[src/rtl/tail_light_sequencer.sv]
// Rear lamp sequencer: arbitrates latched left/right turn requests, hazard and
// brake onto a shared 6-bit lamp bank, stepping at a divided tick rate.
module tail_light_sequencer #(
  parameter int unsigned TICK_DIV = 25_000_000,
  parameter int unsigned CNT_W    = 25
) (
  input  logic       Clk,
  input  logic       Reset_n,
  input  logic       left_req,
  input  logic       right_req,
  input  logic       hazard,
  input  logic       brake,
  output logic [5:0] out,
  output logic       busy,
  output logic [1:0] side
);

  localparam int unsigned LAMP_W = 6;
  localparam int unsigned SIDE_W = 2;
  localparam logic [CNT_W-1:0] CNT_MAX = CNT_W'(TICK_DIV - 1);

  typedef enum logic [3:0] {
    IDLE, L1, L2, L3, LOFF, R1, R2, R3, ROFF, H_ON, H_OFF
  } state_t;

  state_t             state, state_nx;
  logic [CNT_W-1:0]   cnt;
  logic               tick_c;
  logic               pend_l, pend_r;
  logic               last_served;
  logic               launch_l_c, launch_r_c;
  logic [LAMP_W-1:0]  out_c;
  logic               busy_c;
  logic [SIDE_W-1:0]  side_c;

  // Free-running step divider
  assign tick_c = (cnt == CNT_MAX);

  always_ff @(posedge Clk or negedge Reset_n) begin
    if (!Reset_n)    cnt <= '0;
    else if (tick_c) cnt <= '0;
    else             cnt <= cnt + CNT_W'(1);
  end

  // Request latches; a launch clears its latch even if the request is high that cycle
  always_ff @(posedge Clk or negedge Reset_n) begin
    if (!Reset_n) begin
      pend_l      <= 1'b0;
      pend_r      <= 1'b0;
      last_served <= 1'b1;
    end else begin
      pend_l <= launch_l_c ? 1'b0 : (pend_l | left_req);
      pend_r <= launch_r_c ? 1'b0 : (pend_r | right_req);
      if (launch_l_c)      last_served <= 1'b0;
      else if (launch_r_c) last_served <= 1'b1;
    end
  end

  always_ff @(posedge Clk or negedge Reset_n) begin
    if (!Reset_n) state <= IDLE;
    else          state <= state_nx;
  end

  // Next state, evaluated only on tick; hazard preempts everything
  always_comb begin
    state_nx   = state;
    launch_l_c = 1'b0;
    launch_r_c = 1'b0;
    if (tick_c) begin
      if (hazard) begin
        state_nx = (state == H_ON) ? H_OFF : H_ON;
      end else begin
        case (state)
          IDLE: begin
            if (pend_l && (!pend_r || last_served)) begin
              state_nx   = L1;
              launch_l_c = 1'b1;
            end else if (pend_r) begin
              state_nx   = R1;
              launch_r_c = 1'b1;
            end
          end
          L1:      state_nx = L2;
          L2:      state_nx = L3;
          L3:      state_nx = LOFF;
          LOFF:    state_nx = IDLE;
          R1:      state_nx = R2;
          R2:      state_nx = R3;
          R3:      state_nx = ROFF;
          ROFF:    state_nx = IDLE;
          H_ON:    state_nx = IDLE;
          H_OFF:   state_nx = IDLE;
          default: state_nx = IDLE;
        endcase
      end
    end
  end

  // Lamp decode with brake forcing every side not owned by a turn sequence on
  always_comb begin
    out_c  = '0;
    busy_c = (state != IDLE);
    side_c = 2'b00;
    case (state)
      L1:      begin out_c = 6'b001000; side_c = 2'b01; end
      L2:      begin out_c = 6'b011000; side_c = 2'b01; end
      L3:      begin out_c = 6'b111000; side_c = 2'b01; end
      LOFF:    begin out_c = 6'b000000; side_c = 2'b01; end
      R1:      begin out_c = 6'b000100; side_c = 2'b10; end
      R2:      begin out_c = 6'b000110; side_c = 2'b10; end
      R3:      begin out_c = 6'b000111; side_c = 2'b10; end
      ROFF:    begin out_c = 6'b000000; side_c = 2'b10; end
      H_ON:    begin out_c = 6'b111111; side_c = 2'b11; end
      H_OFF:   begin out_c = 6'b000000; side_c = 2'b11; end
      default: begin out_c = 6'b000000; side_c = 2'b00; end
    endcase
    if (brake) begin
      case (state)
        L1, L2, L3, LOFF: out_c[2:0] = 3'b111;
        R1, R2, R3, ROFF: out_c[5:3] = 3'b111;
        default:          out_c      = 6'b111111;
      endcase
    end
  end

  always_ff @(posedge Clk or negedge Reset_n) begin
    if (!Reset_n) begin
      out  <= '0;
      busy <= 1'b0;
      side <= '0;
    end else begin
      out  <= out_c;
      busy <= busy_c;
      side <= side_c;
    end
  end

endmodule

[config.mk]
export PLATFORM = sky130hd
export DESIGN_NAME = tail_light_sequencer
export DESIGN_NICKNAME = d
export VERILOG_FILES = /design/src/rtl/tail_light_sequencer.sv
export SDC_FILE = /design/constraint.sdc
export NUM_CORES = 1
export LEC_CHECK = 0
export ABC_CLOCK_PERIOD_IN_PS = 1750
export CORE_MARGIN = 5
export CORE_UTILIZATION = 52
export CTS_BUF_LIST = sky130_fd_sc_hd__clkbuf_16
export DETAILED_ROUTE_END_ITERATION = 10
export GPL_ROUTABILITY_DRIVEN = 0
export PLACE_DENSITY = 0.84
export SETUP_SLACK_MARGIN = 0.2
export SLEW_MARGIN = 20
export SYNTH_ARGS = -nofsm -noshare
export SYNTH_HDL_FRONTEND = slang
export SYNTH_SLANG_ARGS = --single-unit
[constraint.sdc]
create_clock -name Clk -period 1.75 [get_ports Clk]
set_input_delay 0.35 -clock Clk [delete_from_list [all_inputs] [get_ports Clk]]
set_output_delay 0.35 -clock Clk [all_outputs]
set_load 0.01 [all_outputs]
# Word-level counts from Yosys, hierarchy flattened
# Memory sizes are Yosys's and may differ from the RTL's.
# Cells that the tools add are included.
[totals] register_bits=41 mem_bits_ro=128 in_bits=6 out_inout_bits=9 elab_cells=54 memories=1
[classes] n_addsub=1 n_eq_ne=11 n_mux=22 n_bitwise=2 n_reduce_logical=9
[memory_table] name="(no name shown)" depth=16 width=8 rd=1 rd_clocked_by_memory_dff=0 write_ports=0 line="104" rtl="case (state)"
[ops] operator="case mux 4 bit (7 select lines)" count=1
[ops] operator="adder 25 x 1 -> 25 bit (second input constant)" count=1
[ops] operator="equality test 25 bit (second input constant)" count=1
[ops] operator="2-to-1 mux 25 bit" count=1
[ops] operator="equality test 4 x 3 -> 1 bit (second input constant)" count=4
[ops] operator="2-to-1 mux 1 bit" count=13
[ops] operator="2-to-1 mux 4 bit" count=3
[ops] operator="equality test 4 x 2 -> 1 bit (second input constant)" count=2
[ops] operator="equality test 4 bit (second input constant)" count=2
[ops] operator="OR reduction 4 bit" count=2
[ops] operator="2-to-1 mux 3 bit" count=2
[ops] operator="2-to-1 mux 6 bit" count=1
[ops] operator="equality test 4 x 1 -> 1 bit (second input constant)" count=1
[ops] operator="logical NOT 4 bit" count=1
[ops] operator="inequality test 4 bit (second input constant)" count=1
[ops] operator="nonzero test 4 bit" count=1
[ops] operator="2-to-1 mux 2 bit" count=1
[ops] operator="bitwise OR 1 bit" count=2
[ops] operator="AND reduction 2 bit" count=1
[ops] operator="nonzero test 2 bit" count=1
[ops] operator="logical AND 1 bit" count=1
[ops] operator="logical NOT 1 bit" count=1
[ops] operator="logical OR 1 bit" count=1

# Depth between registers and ports, before layout
# Gate-level depths: netlist (run 1).
[logic_depth] depth_word=9 mapped_depth=7 ltp_nobuf=6

# Least setup slack after synthesis (run 1)
# OpenSTA, ideal clock, no wires.
[synth_timing] kind="reg2reg" from="register state[1]" to="register state[0]" setup_time_ps=125 arrival_time_ps=1788 required_time_ps=1625 slack_ps=-163 stages_incl_launch_ff=7 n_path_buf=0 period_less_slack_ps=1913 path_cell_list="dfrtp_1 inv_1 ha_1 or4b_4 nor3_2 nor4_4 mux2_4"
[synth_between] elab_chain_cells=3 word_cells_on_any_way=13 cone_classes="eq/ne: 8; mux: 3; reduce/logical: 2"
[synth_rtl] element="start, declared" line="26" rtl="state_t state, state_nx;"
[synth_rtl] element="start signal, assigned" line="61" rtl="else state <= state_nx;"
[synth_rtl] element="equality test 4 x 3 -> 1 bit (tied with other cells)" line="73" rtl="case (state)"
[synth_rtl] element="case mux 4 bit (7 select lines) (tied with other cells)" line="73"
[synth_rtl] element="2-to-1 mux 4 bit or AND reduction 2 bit (tied branches)"
# Parallel ways exist; a longest one is shown, timed or not.
# A chain may end at the register's enable or synchronous reset.

# Worst setup path after layout (run 1)
[layout_timing] from="register state[1]" to="register state[2]"
[layout_between] elab_chain_cells=3 word_cells_on_any_way=11 cone_classes="eq/ne: 7; mux: 2; reduce/logical: 2"
[layout_rtl] element="equality test 4 x 3 -> 1 bit (tied with other cells)" line="73"
[layout_rtl] element="case mux 4 bit (7 select lines) or inequality test 4 bit (tied branches)"
[layout_rtl] element="2-to-1 mux 4 bit or AND reduction 2 bit (tied branches)"
# Parallel ways exist; a longest one is shown, timed or not.

==> metrics.yaml, run 1 <==
status:
  status: "finished with violations"
  violations: "hold timing, setup timing"
floorplan:
  num_rows: 23
  die_x_um: 74.71
  die_area_um2: 5581
  start_util_pct: 54.04
  core_um2: 4029
  io_pins: 15
  die_h_um: 74.71
synth:
  syn_nets: 219
  syn_area_um2: 2177
  yosysTopAreaCell: "dfrtp_1"
  ys_warn_count: 0
  synth_cell_types: 51
  netlist_top_cells_count: "dfrtp_1 (40), nor2_1 (18), o21ai_0 (11), inv_1 (10)"
  async_reset_ff_share_pct: 100.0
  synth_cells: 206
  synth.top_cells.by_area: "dfrtp_1 (46%), ha_1 (4.0%), xnor2_1 (3.6%)"
  synth_edf_count: 0
  ys.flop_type: "dfrtp_1"
  syn_avg_cell_area_um2: 10.57
  ys_seq_elements: 41
  yosysSeqAreaShare_pct: 47.18
  synth_top_area_share_pct: 45.98
  yosysMostFrequentCell: "dfrtp_1"
finish:
  n_antenna_cell: 0
  area_delta_synth_final_pct: 45.11
  nets: 282
  final_cells: 320
  multiInputGateArea_um2: 1320
  post_route_cells_drive_above_1_share_pct: 41.11
  ff_latch_area_um2: 1032
  fillers: 203
setup_path:
  cp_data_required_time_ns: 1.91
  cp_max_fo: 3
  max_stage_delay_ns: 0.50
  worstSetupPathType: "flop to flop"
  crit_arrival_ns: 1.97
  cp_slowest_cell: "or4b_4"
  cp-start-kind: "flop"
  end_kind: "flop"
  cp_cell_sequence: "inv_2 > ha_4 > or4b_4 > nor3_4 > buf_4 > a2111oi_4 > a2bb2oi_1"
sta:
  clock_skew_ns: 0.005471
  setup_viol: 3
  fin_hold_ws_ns: -0.007439
  hold_violations: 16
  clock.fmax_ghz: 0.5535
  slew_viol_final: 0
  rsz0062_at_grt: "true"
  layout_setup_ws_ns: -0.05662
  fin_crit_ns: 1.807
  slew_headroom_pct: 72.07
  tightest_slew_ns: 0.4145
  fin_crit_sh_pct: 103.2
detailed_routing:
  drt_iter0_drc: 218
  via_count: 2052
  first_pass_iters: 5
  routed_via_density: 6.413
  route.detailed.drc: 0
  routed_wl_mm: 7.130
  wl_per_cell_um: 22.28
  postRouteAntennaNets: 0
place:
  placedCellCount: 291
  portBuffers: 14
  dp_hpwl_mm: 3.649
pwr:
  p_leak_nw: 1.422
  p_clk_share_pct: 47.1
  irDropWorstVdd_mv: 0.6164
  power.internal_w: 0.001716
  power_density_nw_per_um2: 691.7
  p_switching_w: 0.0004689
  comb_power_share_pct: 8.5
  pwr-share-seq_pct: 44.4
  swShare_pct: 21.46
global_routing:
  grt_usage_pct: 25.30
  grt_pass1_wl_mm: 10.47
  antenna_found_initial: 0
  grt_overflow_total: 0
  grt_max_degree: 19
  grt_pass1_vias: 2054
clocking:
  h-tree-depth: 2
  clk_latency_ns: 0.28
  cts_tree: "yes"
  cts_root_buf: "clkbuf_16"
  cts_buffer_depth: 2
  clk_pin_slew_worst_paths_ns: 0.06
  numCtsBuffers: 5
  cts_sinks: 41
min_path:
  hp-class: "primary input to asynchronous set/reset pin"
flow_run:
  cap_violations: 0
cells in the final DEF, fill, tap and decap left out, types with 3 or more instances in the layout:
master / count
buf_4: 38
dfrtp_1: 36
nor2_1: 16
clkdlybuf4s50_1: 13
buf_6: 11
inv_1: 8
nand4_1: 8
a21oi_1: 7
o21ai_0: 7
xnor2_1: 7
nand2_1: 6
nand3_1: 6
xor2_1: 6
mux2i_1: 5
clkbuf_16: 5
nor2b_1: 4
nor4_4: 4
nor3_1: 4
a21o_1: 4
dfrtp_2: 4
inv_2: 3
nor3_4: 3
ha_4: 3
critical path, delay by kind of cell, from the launching register on:
family,cells,cell delay [ns]
adder cells (fa/ha/maj),1,0.13
buffers and inverters,2,0.26
AND/OR/NAND/NOR,2,0.69
flip-flops,1,0.39
AO/OA/AOI/OAI,2,0.22
power groups by stage:
stage                     registers, W  logic [W]  clock network [W]
final                         0.000970   0.000187            0.00103
after global routing          0.000971   0.000198            0.00107
after CTS                     0.000970   0.000166            0.00102
after global placement        0.000986   0.000143                  0
after detailed placement      0.000987   0.000149                  0
after floorplan               0.000997  0.0000482                  0
repair_timing:
item	in CTS	in global routing
hold buffers	0	0
resized for setup	34	33
buffers inserted	9	11
pin swaps	13	18
endpoints found under the setup margin	32	33
cloned	1	0
hold endpoints to repair	0	0
state kept, by name, indices dropped and copies added, names as in the netlist:
| signal | flops |
|---|---|
| busy | 1 |
| state | 4 |
| last_served | 1 |
| pend_r | 1 |
| out | 6 |
| side | 2 |
| cnt | 25 |
| pend_l | 1 |
layer usage:
layer | share of wire [%] | vias to the layer above | track usage [%] | wire length (um)
met4 | 6.3 | 0 | 13.24 | 450
met2 | 48 | 151 | 41.07 | 3430
li1 | - | 869 | - | -
met1 | 38 | 987 | 31.44 | 2676
met3 | 8.0 | 45 | 6.008 | 572
met5 | 0 | - | 0 | 0
area by class of cell:
cell class              count  area share, %
clock buffers               5          3.960
clock inverters             3          1.188
inverters                  10          1.188
multi-input cells         148          41.78
flip-flops and latches     41          32.67
well taps                  50          1.980
repair buffers             63          17.23
through the flow:
stage / util (%) / area, um^2 / setup slack [ns] / total power [W] / TNS (ns)
2_1_floorplan: - / 2205 / -0.09689 / 0.001045 / -0.1196
3_3_place_gp: 63.70 / 2566 / -0.2750 / 0.001130 / -1.335
3_5_place_dp: 63.70 / 2566 / -0.3142 / 0.001136 / -1.671
4_1_cts: 72.70 / 2929 / 0.003585 / 0.002159 / 0
5_1_grt: 78.42 / 3159 / -0.1001 / 0.002244 / -0.3391
6_report: 78.42 / 3159 / -0.05662 / 0.002185 / -0.08260
cells by family after synthesis:
kind of cell,after synthesis,share of synthesized area (%)
compound gates,37,11.15
xor+xnor,15,6.035
fa+ha+maj,7,4.023
buf+inv,17,3.563
flops,41,47.18
mux,7,3.448
simple gates,82,24.60
final timing paths:
kind	start	to	slack, ns	depth (start not counted)
max	state[1]	state[2]	-0.06	7
max reg2reg	state[1]	state[2]	-0.06	7
min in group Clk	cnt[22]	cnt[22]	0.50	1
max in group asynchronous	Reset_n	last_served	1.18	2
min	Reset_n	state[2]	-0.007	1
min reg2reg	cnt[22]	cnt[22]	0.50	1
Note: power is estimated with default switching activity, not from simulation.
==> run 2: changes to the inputs <==
--- a/config.mk
+++ b/config.mk
@@ -6,11 +6,12 @@
 export NUM_CORES = 1
 export LEC_CHECK = 0
 export ABC_CLOCK_PERIOD_IN_PS = 1750
-export CORE_MARGIN = 5
+export CORE_MARGIN = 3
 export CORE_UTILIZATION = 52
 export CTS_BUF_LIST = sky130_fd_sc_hd__clkbuf_16
 export DETAILED_ROUTE_END_ITERATION = 10
 export GPL_ROUTABILITY_DRIVEN = 0
+export MAX_ROUTING_LAYER = met4
 export PLACE_DENSITY = 0.84
 export SETUP_SLACK_MARGIN = 0.2
 export SLEW_MARGIN = 20
==> run 2 against run 1 <==
Against the previous run: the run ends with setup timing left; critical endpoint is now out[2]; non-clock buffer count stayed put; maximum frequency is 1.9% lower; die area down 10%.
==> metrics.yaml, run 2 (synthesis gave the netlist of run 1 again) <==
status:
  status: "finished with violations"  # unchanged
  violations: "setup timing"  # was hold timing, setup timing
finish:
  ff_latch_area_um2: 1032  # unchanged
  nets: 282  # unchanged
  fillers: 196  # was 203
  reg_top3: "cnt (25), out (6), state (4)"  # unchanged
  post_route_cells_drive_above_1_share_pct: 42.96  # was 41.11%
  top_register: "cnt"  # unchanged
  area_delta_synth_final_pct: 45.23  # was 45.11%
  mostFrequentLayoutCell: "dfrtp_1"  # was buf_4
  multiInputGateArea_um2: 1306  # was 1320 um^2
  final_core_util_pct: 82.05  # was 78.42%
  largest_reg_flops: 25  # unchanged
  mostFrequentLayoutCells: "dfrtp_1 (36), buf_4 (31), buf_6 (16)"  # was buf_4 (38), dfrtp_1 (36), nor2_1 (16)
  n_antenna_cell: 0  # unchanged
global_routing:
  antenna_found_initial: 0  # unchanged
  grt_pass1_wl_mm: 9.404  # was 10.47 mm
  grt_overflow_total: 0  # unchanged
  grt_max_degree: 23  # was 19
  grt_usage_pct: 24.34  # was 25.30%
  grt_pass1_vias: 1903  # was 2054
pwr:
  p_leak_nw: 1.395  # was 1.422 nW
  power_density_nw_per_um2: 636.7  # was 691.7 nW/um^2
  irDropWorstVdd_mv: 0.6023  # was 0.6164 mV
sta:
  slew_headroom_pct: 66.28  # was 72.07%
  layout_setup_ws_ns: -0.09176  # was -0.05662 ns
  setup_viol: 10  # was 3
  tightest_slew_ns: 0.5058  # was 0.4145 ns
  fin_crit_sh_pct: 105.2  # was 103.2%
  clock_skew_ns: 0.002909  # was 0.005471 ns
  slew_viol_final: 0  # unchanged
  rsz0062_at_grt: "true"  # unchanged
  hold_violations: 0  # was 16
  setup_tns_ns: -0.3344  # was -0.08260 ns
  clock.fmax_ghz: 0.5430  # was 0.5535 GHz
  fin_hold_ws_ns: 0.03970  # was -0.007439 ns
  fin_crit_ns: 1.842  # was 1.807 ns
detailed_routing:
  postRouteAntennaNets: 0  # unchanged
  drt_iter0_drc: 248  # was 218
  via_count: 1998  # was 2052
  wl_met2_mm: 3.324  # was 3.430 mm
  route.detailed.drc: 0  # unchanged
  wl_per_cell_um: 21.33  # was 22.28 um
  wl_met3_um: 484  # was 572 um
  first_pass_iters: 4  # was 5
  routed_via_density: 6.283  # was 6.413
  top_layer: "met4"  # unchanged
  wl_met1_mm: 2.742  # was 2.676 mm
  routed_wl_mm: 6.783  # was 7.130 mm
clocking:
  numCtsBuffers: 5  # unchanged
  clk_pin_slew_worst_paths_ns: 0.06  # about the same
  ctsHoldBuffers: 0  # unchanged
  cts_tree: "yes"  # unchanged
  cts_sinks: 41  # unchanged
  clk_latency_ns: 0.28  # about the same
  h-tree-depth: 2  # unchanged
  cts_buffer_depth: 2  # unchanged
  cts_root_buf: "clkbuf_16"  # unchanged
setup_path:
  r2r_start: "state[1]"  # unchanged
  cp_num_buf_inv: 3  # was 2
  cp_max_fo: 5  # was 3
  end_kind: "flop"  # unchanged
  crit_arrival_ns: 2.04  # was 1.97 ns
  worstSetupPathType: "flop to flop"  # unchanged
  critPathTopFamily: "compound AO/OA/AOI/OAI gates"  # was simple AND/OR/NAND/NOR gates
  crit_start: "state[1]"  # unchanged
  cp-start-kind: "flop"  # unchanged
  cp_cell_sequence: "inv_2 > buf_4 > buf_6 > ha_4 > nor3_4 > o21ai_2 > a211oi_2 > nand2b_1"  # was inv_2 > ha_4 > or4b_4 > nor3_4 > buf_4 > a2111oi_4 > a2bb2oi_1
  cp_slowest_cell: "dfrtp_1"  # was or4b_4
  max_stage_delay_ns: 0.37  # was 0.50 ns
  cp_data_required_time_ns: 1.95  # was 1.91 ns
min_path:
  hp-class: "primary input to asynchronous set/reset pin"  # unchanged
floorplan:
  die_area_um2: 4999  # was 5581 um^2
  io_pins: 15  # unchanged
  core_um2: 3854  # was 4029 um^2
  num_rows: 22  # was 23
  die_h_um: 70.71  # was 74.71 um
  die_x_um: 70.71  # was 74.71 um
  start_util_pct: 56.49  # was 54.04%
place:
  portBuffers: 14  # unchanged
  dp_hpwl_mm: 3.452  # was 3.649 mm
flow_run:
  cap_violations: 0  # unchanged
## run 2: report_power, final
group	total, W	internal (W)	leakage, nW	switching, W
clock network	0.000850	0.000515	0.0687	0.000336
registers	0.000973	0.000965	0.509	0.00000760
logic	0.000190	0.0000882	0.818	0.000102
## run 2: area by class of cell
type | instances | share of cell area (%)
inverter | 10 | 1.187
clock inverter | 3 | 0.3957
tap | 48 | 1.899
clock buffer | 5 | 3.957
multi-input combinational | 148 | 41.31
timing repair buffer | 63 | 18.60
sequential | 41 | 32.65
## run 2: final timing paths
kind	end	cells after the start	slack, ns
setup / recovery	out[2]	8	-0.09
hold / removal	cnt[13]	1	0.04
setup reg to reg	out[2]	8	-0.09
hold reg to reg	cnt[23]	1	0.50
max in group asynchronous	cnt[20]	2	1.22
min in group Clk	cnt[23]	1	0.50
## run 2: timing repair
action | in CTS | in global routing
setup endpoints to repair | 31 | 31
gates cloned | 1 | 0
resized for setup | 42 | 36
pin swaps | 15 | 15
setup buffers | 10 | 12
## run 2: layer usage
metal,GRT usage (%),up-vias
met5,-,-
met4,10.02,0
met1,30.11,977
li1,-,873
met2,39.34,120
met3,4.403,28
## run 2: per-stage QoR
step | total power [W] | setup WS [ns] | cell area (um^2) | std cells
floorplan | 0.001045 | -0.09689 | 2205 | 206
finish | 0.002013 | -0.09176 | 3162 | 318
global placement | 0.001133 | -0.2664 | 2561 | 287
CTS | 0.001984 | -0.005396 | 2899 | 306
detailed placement | 0.001137 | -0.2764 | 2561 | 287
global route | 0.002070 | -0.09689 | 3162 | 318
## run 2: worst register-to-register path: stages (launching register included)
cell and delay (ns):
dfrtp_1 0.37, inv_2 0.06, buf_4 0.13, buf_6 0.11, ha_4 0.18, nor3_4 0.24, o21ai_2 0.12, a211oi_2 0.36
nand2b_1 0.20
==> run 3: changes to the inputs <==
--- a/config.mk
+++ b/config.mk
@@ -14,7 +14,6 @@
 export MAX_ROUTING_LAYER = met4
 export PLACE_DENSITY = 0.84
 export SETUP_SLACK_MARGIN = 0.2
-export SLEW_MARGIN = 20
 export SYNTH_ARGS = -nofsm -noshare
 export SYNTH_HDL_FRONTEND = slang
 export SYNTH_SLANG_ARGS = --single-unit
==> results of run 3 <==
The final DEF is identical to that of run 2; final timing and power are the same.
